<file path="src/rtl/pipe_reg_elastic_pkg.sv">
// Shared constants and helpers for the elastic pipeline register.
package pipe_reg_elastic_pkg;

    localparam int unsigned DEFAULT_RESET_VALUE = 0;

    // Width needed to hold an occupancy value in 0..depth.
    function automatic int count_w(input int depth);
        return (depth < 1) ? 1 : $clog2(depth + 1);
    endfunction

endpackage

</file>
<file path="src/rtl/pipe_reg_elastic_stage.sv">
// One elastic stage: WIDTH-bit data register plus its valid bit.
module pipe_stage
    import pipe_reg_elastic_pkg::*;
#(
    parameter int               WIDTH       = 8,
    parameter logic [WIDTH-1:0] RESET_VALUE = WIDTH'(DEFAULT_RESET_VALUE)
) (
    input  logic             CLK,
    input  logic             reset,
    input  logic             flush,
    input  logic             load,
    input  logic             adv,
    input  logic [WIDTH-1:0] d,
    output logic [WIDTH-1:0] q,
    output logic             v
);

    logic [WIDTH-1:0] data_q, data_d;
    logic             valid_q, valid_d;

    // Flush kills the valid bit but leaves the data register untouched.
    always_comb begin
        data_d  = data_q;
        valid_d = valid_q;
        if (flush) begin
            valid_d = 1'b0;
        end else if (load) begin
            data_d  = d;
            valid_d = 1'b1;
        end else if (adv) begin
            valid_d = 1'b0;
        end
    end

    always_ff @(posedge CLK or posedge reset) begin
        if (reset) begin
            data_q  <= RESET_VALUE;
            valid_q <= 1'b0;
        end else begin
            data_q  <= data_d;
            valid_q <= valid_d;
        end
    end

    assign q = data_q;
    assign v = valid_q;

endmodule

</file>
<file path="src/rtl/pipe_reg_elastic.sv">
// Elastic pipeline register: DEPTH valid/ready stages with flush and occupancy count.
module pipe_reg_elastic
    import pipe_reg_elastic_pkg::*;
#(
    parameter int               WIDTH       = 8,
    parameter int               DEPTH       = 1,
    parameter logic [WIDTH-1:0] RESET_VALUE = WIDTH'(DEFAULT_RESET_VALUE)
) (
    input  logic                      CLK,
    input  logic                      reset,
    input  logic                      flush,
    input  logic                      in_valid,
    output logic                      in_ready,
    input  logic [WIDTH-1:0]          d,
    output logic                      out_valid,
    input  logic                      out_ready,
    output logic [WIDTH-1:0]          q,
    output logic [count_w(DEPTH)-1:0] count
);

    localparam int CW = count_w(DEPTH);

    logic [DEPTH-1:0] v, rdy, adv, load;
    logic [WIDTH-1:0] data [DEPTH];

    assign out_valid = v[DEPTH-1] && !flush;
    assign in_ready  = rdy[0] && !flush;
    assign q         = data[DEPTH-1];

    // Ready ripples from the output back to the input so a full chain can
    // still accept a word in the same cycle the last stage drains.
    always_comb begin
        adv          = '0;
        rdy          = '0;
        load         = '0;
        adv[DEPTH-1] = v[DEPTH-1] && !flush && out_ready;
        rdy[DEPTH-1] = !v[DEPTH-1] || adv[DEPTH-1];
        for (int k = DEPTH - 2; k >= 0; k--) begin
            adv[k] = v[k] && rdy[k+1];
            rdy[k] = !v[k] || adv[k];
        end
        load[0] = in_valid && rdy[0] && !flush;
        for (int k = 1; k < DEPTH; k++) begin
            load[k] = v[k-1] && rdy[k];
        end
    end

    always_comb begin
        count = '0;
        for (int k = 0; k < DEPTH; k++) begin
            count = count + CW'(v[k]);
        end
    end

    for (genvar k = 0; k < DEPTH; k++) begin : g_stage
        logic [WIDTH-1:0] src;
        if (k == 0) begin : g_first
            assign src = d;
        end else begin : g_next
            assign src = data[k-1];
        end

        pipe_stage #(
            .WIDTH      (WIDTH),
            .RESET_VALUE(RESET_VALUE)
        ) u_stage (
            .CLK  (CLK),
            .reset(reset),
            .flush(flush),
            .load (load[k]),
            .adv  (adv[k]),
            .d    (src),
            .q    (data[k]),
            .v    (v[k])
        );
    end

endmodule

</file>
<file path="config.mk">
export PLATFORM = sky130hd
export DESIGN_NAME = pipe_reg_elastic
export DESIGN_NICKNAME = d
export VERILOG_FILES = /design/src/rtl/pipe_reg_elastic_pkg.sv /design/src/rtl/pipe_reg_elastic_stage.sv /design/src/rtl/pipe_reg_elastic.sv
export SDC_FILE = /design/constraint.sdc
export NUM_CORES = 1
export LEC_CHECK = 0
export CORE_AREA = 2 2 39 41
export CTS_CLUSTER_SIZE = 12
export DETAILED_ROUTE_END_ITERATION = 12
export DIE_AREA = 0 0 41 43
export SLEW_MARGIN = 20
export SYNTH_ARGS = -nofsm -noshare
export SYNTH_HDL_FRONTEND = slang
export SYNTH_SLANG_ARGS = --single-unit
</file>
<file path="constraint.sdc">
create_clock -name CLK -period 4.5 [get_ports CLK]
set_clock_uncertainty 0.15 [all_clocks]
set_input_delay 0.9 -clock CLK [delete_from_list [all_inputs] [get_ports CLK]]
set_output_delay 0.9 -clock CLK [all_outputs]
set_load 0.01 [all_outputs]
</file>
Word level (Yosys, flattened, before mapping) --
Index checks and enable logic that the tools add are counted.
Storage, ports and cells: output and inout port bits 11, bits of input ports 13, logic and storage cells 16, bits in registers 9
Operators by class: muxes and demuxes 3, reduce and logical (&&, ||, !) cells 10, bitwise logic cells 1
Operators with widths (number):
- logical AND 1 bit | 5
- 2-to-1 mux 1 bit | 3
- nonzero test 3 bit | 1
- logical NOT 1 bit | 2
- AND reduction 2 bit | 1
- logical OR 1 bit | 1
- NOT 1 bit | 1

Longest topological paths before layout --
depth in word-level cells 8, mapped depth 3, depth with buffers taken out 3

Cells and area by module --
From an unflattened synthesis, not the netlist that was laid out.
Unflattened totals: cells, all modules 28, area, all modules 434.2 um2
Modules (own cells, without submodules):
- pipe_stage | sequential area each 225.2 um2, cells each 23, instances 1, area an instance 389.1 um2
- pipe_reg_elastic | sequential area each 0.0 um2, cells each 5, instances 1, area an instance 45.0 um2

Worst setup path after synthesis --
OpenSTA, ideal clock, no wires.
path type in2out, from input port out_ready, to output port in_ready, required time 3.450 ns, data arrival time 1.108 ns, cell stages on the path 2, path buffers 0, slack 2.342 ns, cell sequence nor2b_4 nor2_1
Between the ends: word-level cells in the longest chain between the ends 3
Ends and longest elaborated chain:
- start, declared | RTL line pipe_reg_elastic.sv:16 | input logic out_ready,
- logical AND 1 bit | RTL line pipe_reg_elastic.sv:36 | adv[DEPTH-1] = v[DEPTH-1] && !flush && out_ready;
- logical OR 1 bit | RTL line pipe_reg_elastic.sv:37 | rdy[DEPTH-1] = !v[DEPTH-1] || adv[DEPTH-1];
- logical AND 1 bit | RTL line pipe_reg_elastic.sv:27 | assign in_ready = rdy[0] && !flush;
- end, declared | RTL line pipe_reg_elastic.sv:13 | output logic in_ready,
Every way passes these cells.

Final worst setup path --
Ends and elaborated chain as after synthesis.

==> reports/summary.txt <==
Tcrit/Tclk final - 69.8%
Max-Cap Viols - 0
Clock tree buffer depth - 2
Slowest CP cell - clkdlybuf4s50_1
Reg-to-reg setup timing slack - 2.90 ns
Clock Latency Late Sink - 0.25 ns
Startpoint types - input pin
Die width - 41 um
Share of cells above drive strength 1 - 27.5%
Post-CTS resize count - 0
Row count - 14
Final Slew Violations - 0
Register area share after synthesis - 61.0%
Nature of the critical path endpoint - output pin
Die area - 1760 um2
Final min period - 3.14 ns
TNS Setup - 0 ns
Critical Path AT - 2.09 ns
Syn Nets - 37
Total CTS buffers - 3
Core area - 1380 um2
Cells after Synth - 24
Total global routing overflow - 0
Post-CTS setup buffer count - 0
Area grow syn2layout - 75.3%
DRC errors left - 0
All-Layer GR Usage - 11.1%
# IOs - 24
Yosys reg bits - 9
Initial antenna violation count - 0
Fmax - 319 MHz
RR Endpoint - g_stage[0].u_stage.q[7]
Drt first pass iters - 2
Peak VDD IR - 0.146 mV
Die Ht - 43 um
Top Metal Used - met3
Distinct cell type count after synthesis - 7
Placer congestion estimate - 0.600
Final Net Count - 65
Root Buffer - clkbuf_4
Met3 Wirelength - 75 um
Reg2Reg Depth - 3
Synth Area per Inst - 15.4 um2
CP peak stage delay - 0.54 ns
Count leader, synth - dfrtp_1
Async S/R FF share, synth - 100%
Hold path cells - 1
Final hold viol count - 0
WL per Instance - 12.1 um
Via count - 284
Port buffer count - 23
First-pass GRT wire length - 1280 um
Htree depth - 1
CTS tree - done
Vias in the first global route - 331
Final setup violation count - 0
Routed Antenna Nets - 0
Met2 Routed Length - 400 um
CTS Sinks - 9
Met1 WL - 332 um
DR vias/cell - 4.24
Hold wc startpoint - g_stage[0].u_stage.q[2]
Diodes inserted - 0
Clock-pin slew on the worst setup and hold paths - 0.07 ns
Pleak - 0.267 nW
P per Cell Area - 352 nW/um2
Worst-margin pin slew - 0.450 ns
Hold EP - g_stage[0].u_stage.q[2]
Slew HR - 70.0%
Largest net degree at the start of global routing - 10
Number of enable flip-flop cells after synthesis - 0
Final WS setup - 1.36 ns
Starting Density - 26.7%
Area leader, netlist - dfrtp_1
Crit-path max FO - 3
Yosys Warn Count - 0
Crit Path Category - input pin to output pin
Post-synth top cells - dfrtp_1, mux2_2, nor2_1
Critical R2R Launch - g_stage[0].u_stage.v
RSZ-0062 raised after global routing - no
Cts hold-fix bufs - 0
Status - completed
HP Class - flop to flop
Post-synthesis cell area - 369 um2
Worst Hold Margin - 0.363 ns
Setup WS pre-CTS - 1.36 ns
Required time worst endpoint - 3.45 ns
Total wire length - 809 um
Main synth FF type - dfrtp_1
Fin util - 46.7%
Largest cells by area after synthesis - dfrtp_1, mux2_2, nor3b_4
Most common cell on crit path - clkdlybuf4s50_1
Worst-path cell chain - clkdlybuf4s50_1, nor2b_4, nor2_1, clkdlybuf4s50_1
DR iter-0 viols - 1
Share of the synthesized area in the top cell type - 61.0%
-- flip-flops by register name (all words and copies together), names as in the netlist --
register	cells
g_stage.u_stage.q	8
g_stage.u_stage.v	1
-- power by group --
group          total, mW  leakage (nW)  internal [mW]  switching, mW
combinational     0.0658         0.143         0.0442         0.0215
clock             0.0613        0.0177         0.0327         0.0285
sequential         0.100         0.107         0.0938        0.00667
total              0.227         0.267          0.171         0.0567
-- stage by stage --
step,total power [mW],std cells,instance area [um2]
6_report,0.227,67,647
5_1_grt,0.244,67,647
4_1_cts,0.232,67,647
3_5_place_dp,0.168,63,619
3_3_place_gp,0.166,63,619
2_1_floorplan,0.126,24,369
-- cell usage in the layout, fill, tap and decap left out --
cell type,n
nor2_1,3
clkbuf_4,3
nor2b_4,1
nor3b_4,1
inv_1,1
clkinv_2,1
nor2b_1,1
clkdlybuf4s50_1,23
mux2_2,8
dfrtp_1,9
-- cell type report --
class                      count  area [um2]
clock buffer                   3        22.5
clock inverter                 1        5.00
fill                         128         737
inverter                       1        3.75
multi-input combinational     14         140
sequential                     9         225
tap                           16        20.0
timing repair buffer          23         230
-- critical path: cells and delay by family --
family                 cells  cell delay [ns]
buffers and inverters      2             1.04
AND/OR/NAND/NOR            2             0.14
-- cell families after synthesis --
logic type    synth area share, %
mux                          24.4
buf+inv                      1.02
flops                        61.0
simple gates                 13.6
-- routing by layer --
layer  global-route usage [%]  vias up
met5                        0        -
met4                     6.00        0
met3                     3.66        0
met2                     17.5       17
met1                     12.4      133
li1                         -      134
-- how the worst max path moves through the flow --
| stage | startpoint | to | depth (start not counted) |
|---|---|---|---|
| floorplan | out_ready | in_ready | 2 |
| global placement | out_ready | in_ready | 4 |
| detailed placement | out_ready | in_ready | 4 |
| CTS | out_ready | in_ready | 4 |
| global route | out_ready | in_ready | 4 |
| finish | out_ready | in_ready | 4 |
(Power assumes the default switching activity.)
